<file path="config.mk">
export PLATFORM = sky130hd
export DESIGN_NAME = sensor_irq_packetizer
export DESIGN_NICKNAME = d
export VERILOG_FILES = /design/src/rtl/sensor_noc_pkg.sv /design/src/rtl/fixed_prio_encoder.sv /design/src/rtl/sensor_irq_packetizer.sv
export SDC_FILE = /design/constraint.sdc
export NUM_CORES = 1
export LEC_CHECK = 0
export ABC_AREA = 0
export CAP_MARGIN = 10
export CORE_UTILIZATION = 44
export DETAILED_ROUTE_END_ITERATION = 7
export GPL_TIMING_DRIVEN = 0
export PLACE_DENSITY_LB_ADDON = 0.15
export SLEW_MARGIN = 20
export SYNTH_ARGS = -nofsm -noshare
export SYNTH_HDL_FRONTEND = slang
export SYNTH_SLANG_ARGS = --single-unit
</file>
<file path="constraint.sdc">
create_clock -name clk -period 1.6 [get_ports clk]
set_input_delay 0.4 -clock clk [delete_from_list [all_inputs] [get_ports clk]]
set_output_delay 0.4 -clock clk [all_outputs]
set_load 0.01 [all_outputs]
</file>
<file path="src/rtl/sensor_noc_pkg.sv">
// Shared definitions for the sensor-event NoC path: flit layout, flit type code
// and the packetizer state encoding.
package sensor_noc_pkg;

    localparam int FLIT_W        = 32;
    localparam int FLIT_TYPE_LSB = 28;
    localparam int FLIT_TYPE_W   = 4;
    localparam int FLIT_NODE_LSB = 20;
    localparam int FLIT_NODE_W   = 8;
    localparam int FLIT_SRC_LSB  = 16;
    localparam int FLIT_SRC_W    = 4;
    localparam int FLIT_TS_LSB   = 0;
    localparam int FLIT_TS_W     = 16;

    localparam logic [FLIT_TYPE_W-1:0] FLIT_TYPE_SENSOR_EVT = 4'hA;

    typedef enum logic [1:0] {
        ST_IDLE  = 2'd0,
        ST_SEND  = 2'd1,
        ST_CLEAR = 2'd2
    } pkt_state_e;

    function automatic logic [FLIT_W-1:0] pack_sensor_flit(
        input logic [FLIT_NODE_W-1:0] node,
        input logic [FLIT_SRC_W-1:0]  src,
        input logic [FLIT_TS_W-1:0]   ts
    );
        logic [FLIT_W-1:0] flit;
        flit = '0;
        flit[FLIT_TYPE_LSB +: FLIT_TYPE_W] = FLIT_TYPE_SENSOR_EVT;
        flit[FLIT_NODE_LSB +: FLIT_NODE_W] = node;
        flit[FLIT_SRC_LSB  +: FLIT_SRC_W]  = src;
        flit[FLIT_TS_LSB   +: FLIT_TS_W]   = ts;
        return flit;
    endfunction

endpackage

</file>
<file path="src/rtl/fixed_prio_encoder.sv">
// Combinational fixed-priority encoder: reports whether any request is set and
// the index of the lowest set request.
module fixed_prio_encoder #(
    parameter int N_SRC = 8
) (
    input  logic [N_SRC-1:0] req,
    output logic             valid,
    output logic [3:0]       idx
);

    // Scan from the top down so the lowest set index is the last one written.
    always_comb begin
        valid = 1'b0;
        idx   = 4'd0;
        for (int i = N_SRC - 1; i >= 0; i--) begin
            if (req[i]) begin
                valid = 1'b1;
                idx   = 4'(i);
            end else begin
                valid = valid;
                idx   = idx;
            end
        end
    end

endmodule

</file>
<file path="src/rtl/sensor_irq_packetizer.sv">
// Serves latched sensor interrupts in fixed priority order: one sensor-event flit
// per interrupt over valid/ready, followed by a one-cycle clear to that source.
module sensor_irq_packetizer
    import sensor_noc_pkg::*;
#(
    parameter int         N_SRC   = 8,
    parameter logic [7:0] NODE_ID = 8'h00,
    parameter int         TS_W    = 16
) (
    input  logic             clk,
    input  logic             rst,
    input  logic [N_SRC-1:0] irq,
    input  logic [N_SRC-1:0] irq_mask,
    output logic [N_SRC-1:0] irq_clr,
    output logic             flit_valid,
    input  logic             flit_ready,
    output logic [31:0]      flit_data,
    output logic             busy
);

    pkt_state_e        state_r;
    logic [TS_W-1:0]   ts_r;
    logic [N_SRC-1:0]  sel_r;
    logic [N_SRC-1:0]  irq_clr_r;
    logic              flit_valid_r;
    logic [31:0]       flit_data_r;
    logic              busy_r;

    logic [N_SRC-1:0]  cand_s;
    logic              win_valid_s;
    logic [3:0]        win_idx_s;

    assign cand_s = irq & ~irq_mask;

    fixed_prio_encoder #(
        .N_SRC (N_SRC)
    ) u_prio (
        .req   (cand_s),
        .valid (win_valid_s),
        .idx   (win_idx_s)
    );

    // Free-running timestamp, wraps naturally at its width.
    always_ff @(posedge clk or posedge rst) begin
        if (rst) begin
            ts_r <= '0;
        end else begin
            ts_r <= ts_r + {{(TS_W-1){1'b0}}, 1'b1};
        end
    end

    // Packetizer FSM; the winner's one-hot clear mask is captured with the flit so
    // later irq/mask changes cannot redirect the clear.
    always_ff @(posedge clk or posedge rst) begin
        if (rst) begin
            state_r      <= ST_IDLE;
            sel_r        <= '0;
            irq_clr_r    <= '0;
            flit_valid_r <= 1'b0;
            flit_data_r  <= 32'h0000_0000;
            busy_r       <= 1'b0;
        end else begin
            case (state_r)
                ST_IDLE: begin
                    if (win_valid_s) begin
                        flit_data_r  <= pack_sensor_flit(NODE_ID, win_idx_s, ts_r[FLIT_TS_W-1:0]);
                        sel_r        <= N_SRC'(1) << win_idx_s;
                        flit_valid_r <= 1'b1;
                        busy_r       <= 1'b1;
                        state_r      <= ST_SEND;
                    end else begin
                        state_r      <= ST_IDLE;
                    end
                end
                ST_SEND: begin
                    if (flit_ready) begin
                        flit_valid_r <= 1'b0;
                        irq_clr_r    <= sel_r;
                        state_r      <= ST_CLEAR;
                    end else begin
                        state_r      <= ST_SEND;
                    end
                end
                ST_CLEAR: begin
                    irq_clr_r <= '0;
                    busy_r    <= 1'b0;
                    state_r   <= ST_IDLE;
                end
                default: begin
                    irq_clr_r    <= '0;
                    flit_valid_r <= 1'b0;
                    busy_r       <= 1'b0;
                    state_r      <= ST_IDLE;
                end
            endcase
        end
    end

    assign irq_clr    = irq_clr_r;
    assign flit_valid = flit_valid_r;
    assign flit_data  = flit_data_r;
    assign busy       = busy_r;

endmodule
</file>
==> results.cfg <==
[setup_path]
worstPathRequired_ns = 1.79
rr_worst_depth = 5
regToRegSetupSlack_ns = -0.06
r2r_end = flit_data[8]
crit_type = in2reg
critPathSlowestCell = a311o_2
cp-startpoint = irq_mask[4]
arrival_ns = 1.89
cp-end-kind = flop
cp-start-kind = input port
crit_chain = buf_2 > and2b_2 > nor4_4 > a311o_2 > buf_6 > buf_6 > buf_8 > mux2_4
cp_max_fo = 5
slowest_delay_ns = 0.42
cpMostUsedCell = buf_6
r2r_start = state_r[0]

[clock_network]
cts_hold_buf = 0
htree_levels = 2
clk_latency_ns = 0.30
numCtsBuffers = 5
cts_max_path_buffers = 2
root_buffer = clkbuf_8
cts_sinks = 56
cts_tree = done
cts.clk_slew.worst_paths_ns = 0.09

[floorplan]
die_y_um = 77.3
initial_core_util = 0.456
core.rowCount = 27
boundaryPins = 61
dieArea_um2 = 5980
die_w_um = 77.3
core-area_um2 = 5470

[sta]
skew_ns = 0.00469
max_slew_margin = 0.653
rsz0062_at_grt = yes
fin_ws_ns = -0.0960
setup_violations = 13
fmax_mhz = 590
setup_tns_ns = -0.846
timing.final.max_slew_violations = 0
final-hold-violation-count = 0
tightest_slew_ns = 0.518
period_minus_slack_ns = 1.70
period_share = 1.06

[status]
violations = negative setup slack
outcome = finished with violations

[route]
viasPerCell = 5.01
drt-pass1-iter-count = 4
top_layer_used = met4
wl_met3_um = 235
num_vias = 1842
wl_met1_um = 2580
drcViolationCount = 0
avgRoutedWirePerCell_um = 14.2
wl_met2_um = 2330
totalWireLength_um = 5240
ant_nets = 0
drt_iter0_markers = 59

[synthesis]
yosys_warnings = 0
syn_avg_cell_area_um2 = 11.9
synth-seq-cells = 56
syn_inst = 209
seq_area_frac_synth = 0.561
ys.flop_type = dfrtp_1
synth-async-reset-ratio = 1.00
synth_edf_count = 0
syn_area_um2 = 2500
ys_types = 37

[power]
vdd_ir_drop_max_v = 0.000850
p_per_area_nw_per_um2 = 1270
p_leak_nw = 1.95
finalPower_mw = 4.54

[global_route]
grt_pass1_vias = 1781
grt_pass1_wl_um = 8850
antenna_found_initial = 0
track_usage = 0.191
grt_max_degree = 28
overflow = 0

[layout]
drive_gt1_frac = 0.314
final_core_util = 0.654
layout.cells.non_filler = 368
layout_commonest_cell = dfrtp_1
mostFrequentLayoutCells = dfrtp_1, buf_4, dlygate4sd2_1
fin_area_um2 = 3580
layout.nets = 317
antenna_cells = 0
area_growth_pct = 43.3

[placed_design]
dpl.hpwl_um = 3260
place_inst = 342
place_area_um2 = 3180
io_buffers = 49
place_congestion = 0.801

[flow_run]
drv_cap = 0

[min_path]
hp-class = in2async
routing by layer:
metal  global-route usage  vias to the layer above
met4               0.0566                        0
met3               0.0381                        9
met1                0.276                      888
met5                    0                        -
li1                     -                      889
met2                0.288                       56
timing repair:
| item | 4_1_cts | 5_1_grt |
|---|---|---|
| gates cloned | 3 | 0 |
| setup endpoints to repair | 45 | 42 |
| gates resized for setup | 96 | 23 |
| setup buffers | 15 | 7 |
| pin swaps | 5 | 1 |
| hold endpoints to repair | 0 | 0 |
power breakdown:
group / switching [mW] / internal, mW
logic: 0.763 / 1.05
registers: 0.179 / 1.68
clock network: 0.418 / 0.450
total: 1.36 / 3.18
area by class of cell:
cell class	count	area (um^2)
Inverter	6	26.3
Multi-Input combinational cell	137	1070
Tap cell	72	90.1
Timing Repair Buffer	73	739
Clock inverter	1	30.0
Buffer	18	146
Clock buffer	5	68.8
Fill cell	476	1900
Sequential cell	56	1410
flip-flops by register name, summed over array words and instances (netlist names):
register / count
irq_clr: 8
flit_data: 20
ts_r: 16
sel_r: 8
flit_valid: 1
state_r: 2
busy: 1
worst max-delay path, delay by kind of cell:
| family | cells | cell delay (ns) |
|---|---|---|
| compound gates | 1 | 0.42 |
| buf+inv | 4 | 0.47 |
| mux | 1 | 0.30 |
| simple gates | 2 | 0.28 |
Yosys cell counts (2+ instances only):
library cell,n,share of area
a311o_2,2,0.0090
clkbuf_1,3,0.0045
o21ai_0,3,0.0060
dfrtp_1,56,0.56
a22o_1,3,0.011
buf_4,12,0.036
buf_2,2,0.0040
nand2b_1,7,0.018
nor2_1,5,0.0075
nor4_1,2,0.0050
nor3_1,4,0.0080
mux2_2,16,0.072
a32o_1,5,0.020
xnor2_1,8,0.028
nand3_1,15,0.030
a21oi_1,9,0.018
nor2b_2,2,0.0070
nand2_1,17,0.026
xor2_1,6,0.021
nand4_1,3,0.0075
inv_1,6,0.0090
and2b_1,4,0.012
a2bb2oi_1,2,0.0070
and3_1,2,0.0050
a311oi_1,2,0.0070
buf_6,2,0.0090
stage by stage:
stage               hold slack, ns  setup slack [ns]
floorplan                    0.438           -0.0961
finish                       0.382           -0.0960
global route                 0.386            -0.127
global placement             0.455            -0.673
CTS                          0.383           -0.0930
detailed placement           0.461            -0.685
worst max path at each step:
stage,endpoint,depth (start not counted)
after detailed placement,flit_data[8],6
after global routing,flit_data[8],8
final,flit_data[8],8
after floorplan,flit_data[10],5
after CTS,flit_data[15],8
after global placement,flit_data[12],6
cells by family (layout without fill, tap and decap cells):
family / Yosys count / in the layout / synth area share
xor+xnor: 14 / 14 / 0.0491
compound gates: 30 / 30 / 0.0952
fa+ha+maj: 1 / 1 / 0.00501
mux: 16 / 16 / 0.0722
other cells: 1 / 11 / 0.00150
buf+inv: 26 / 103 / 0.0687
flops: 56 / 56 / 0.561
simple gates: 65 / 65 / 0.147
Note: power is estimated with default switching activity, not from simulation.
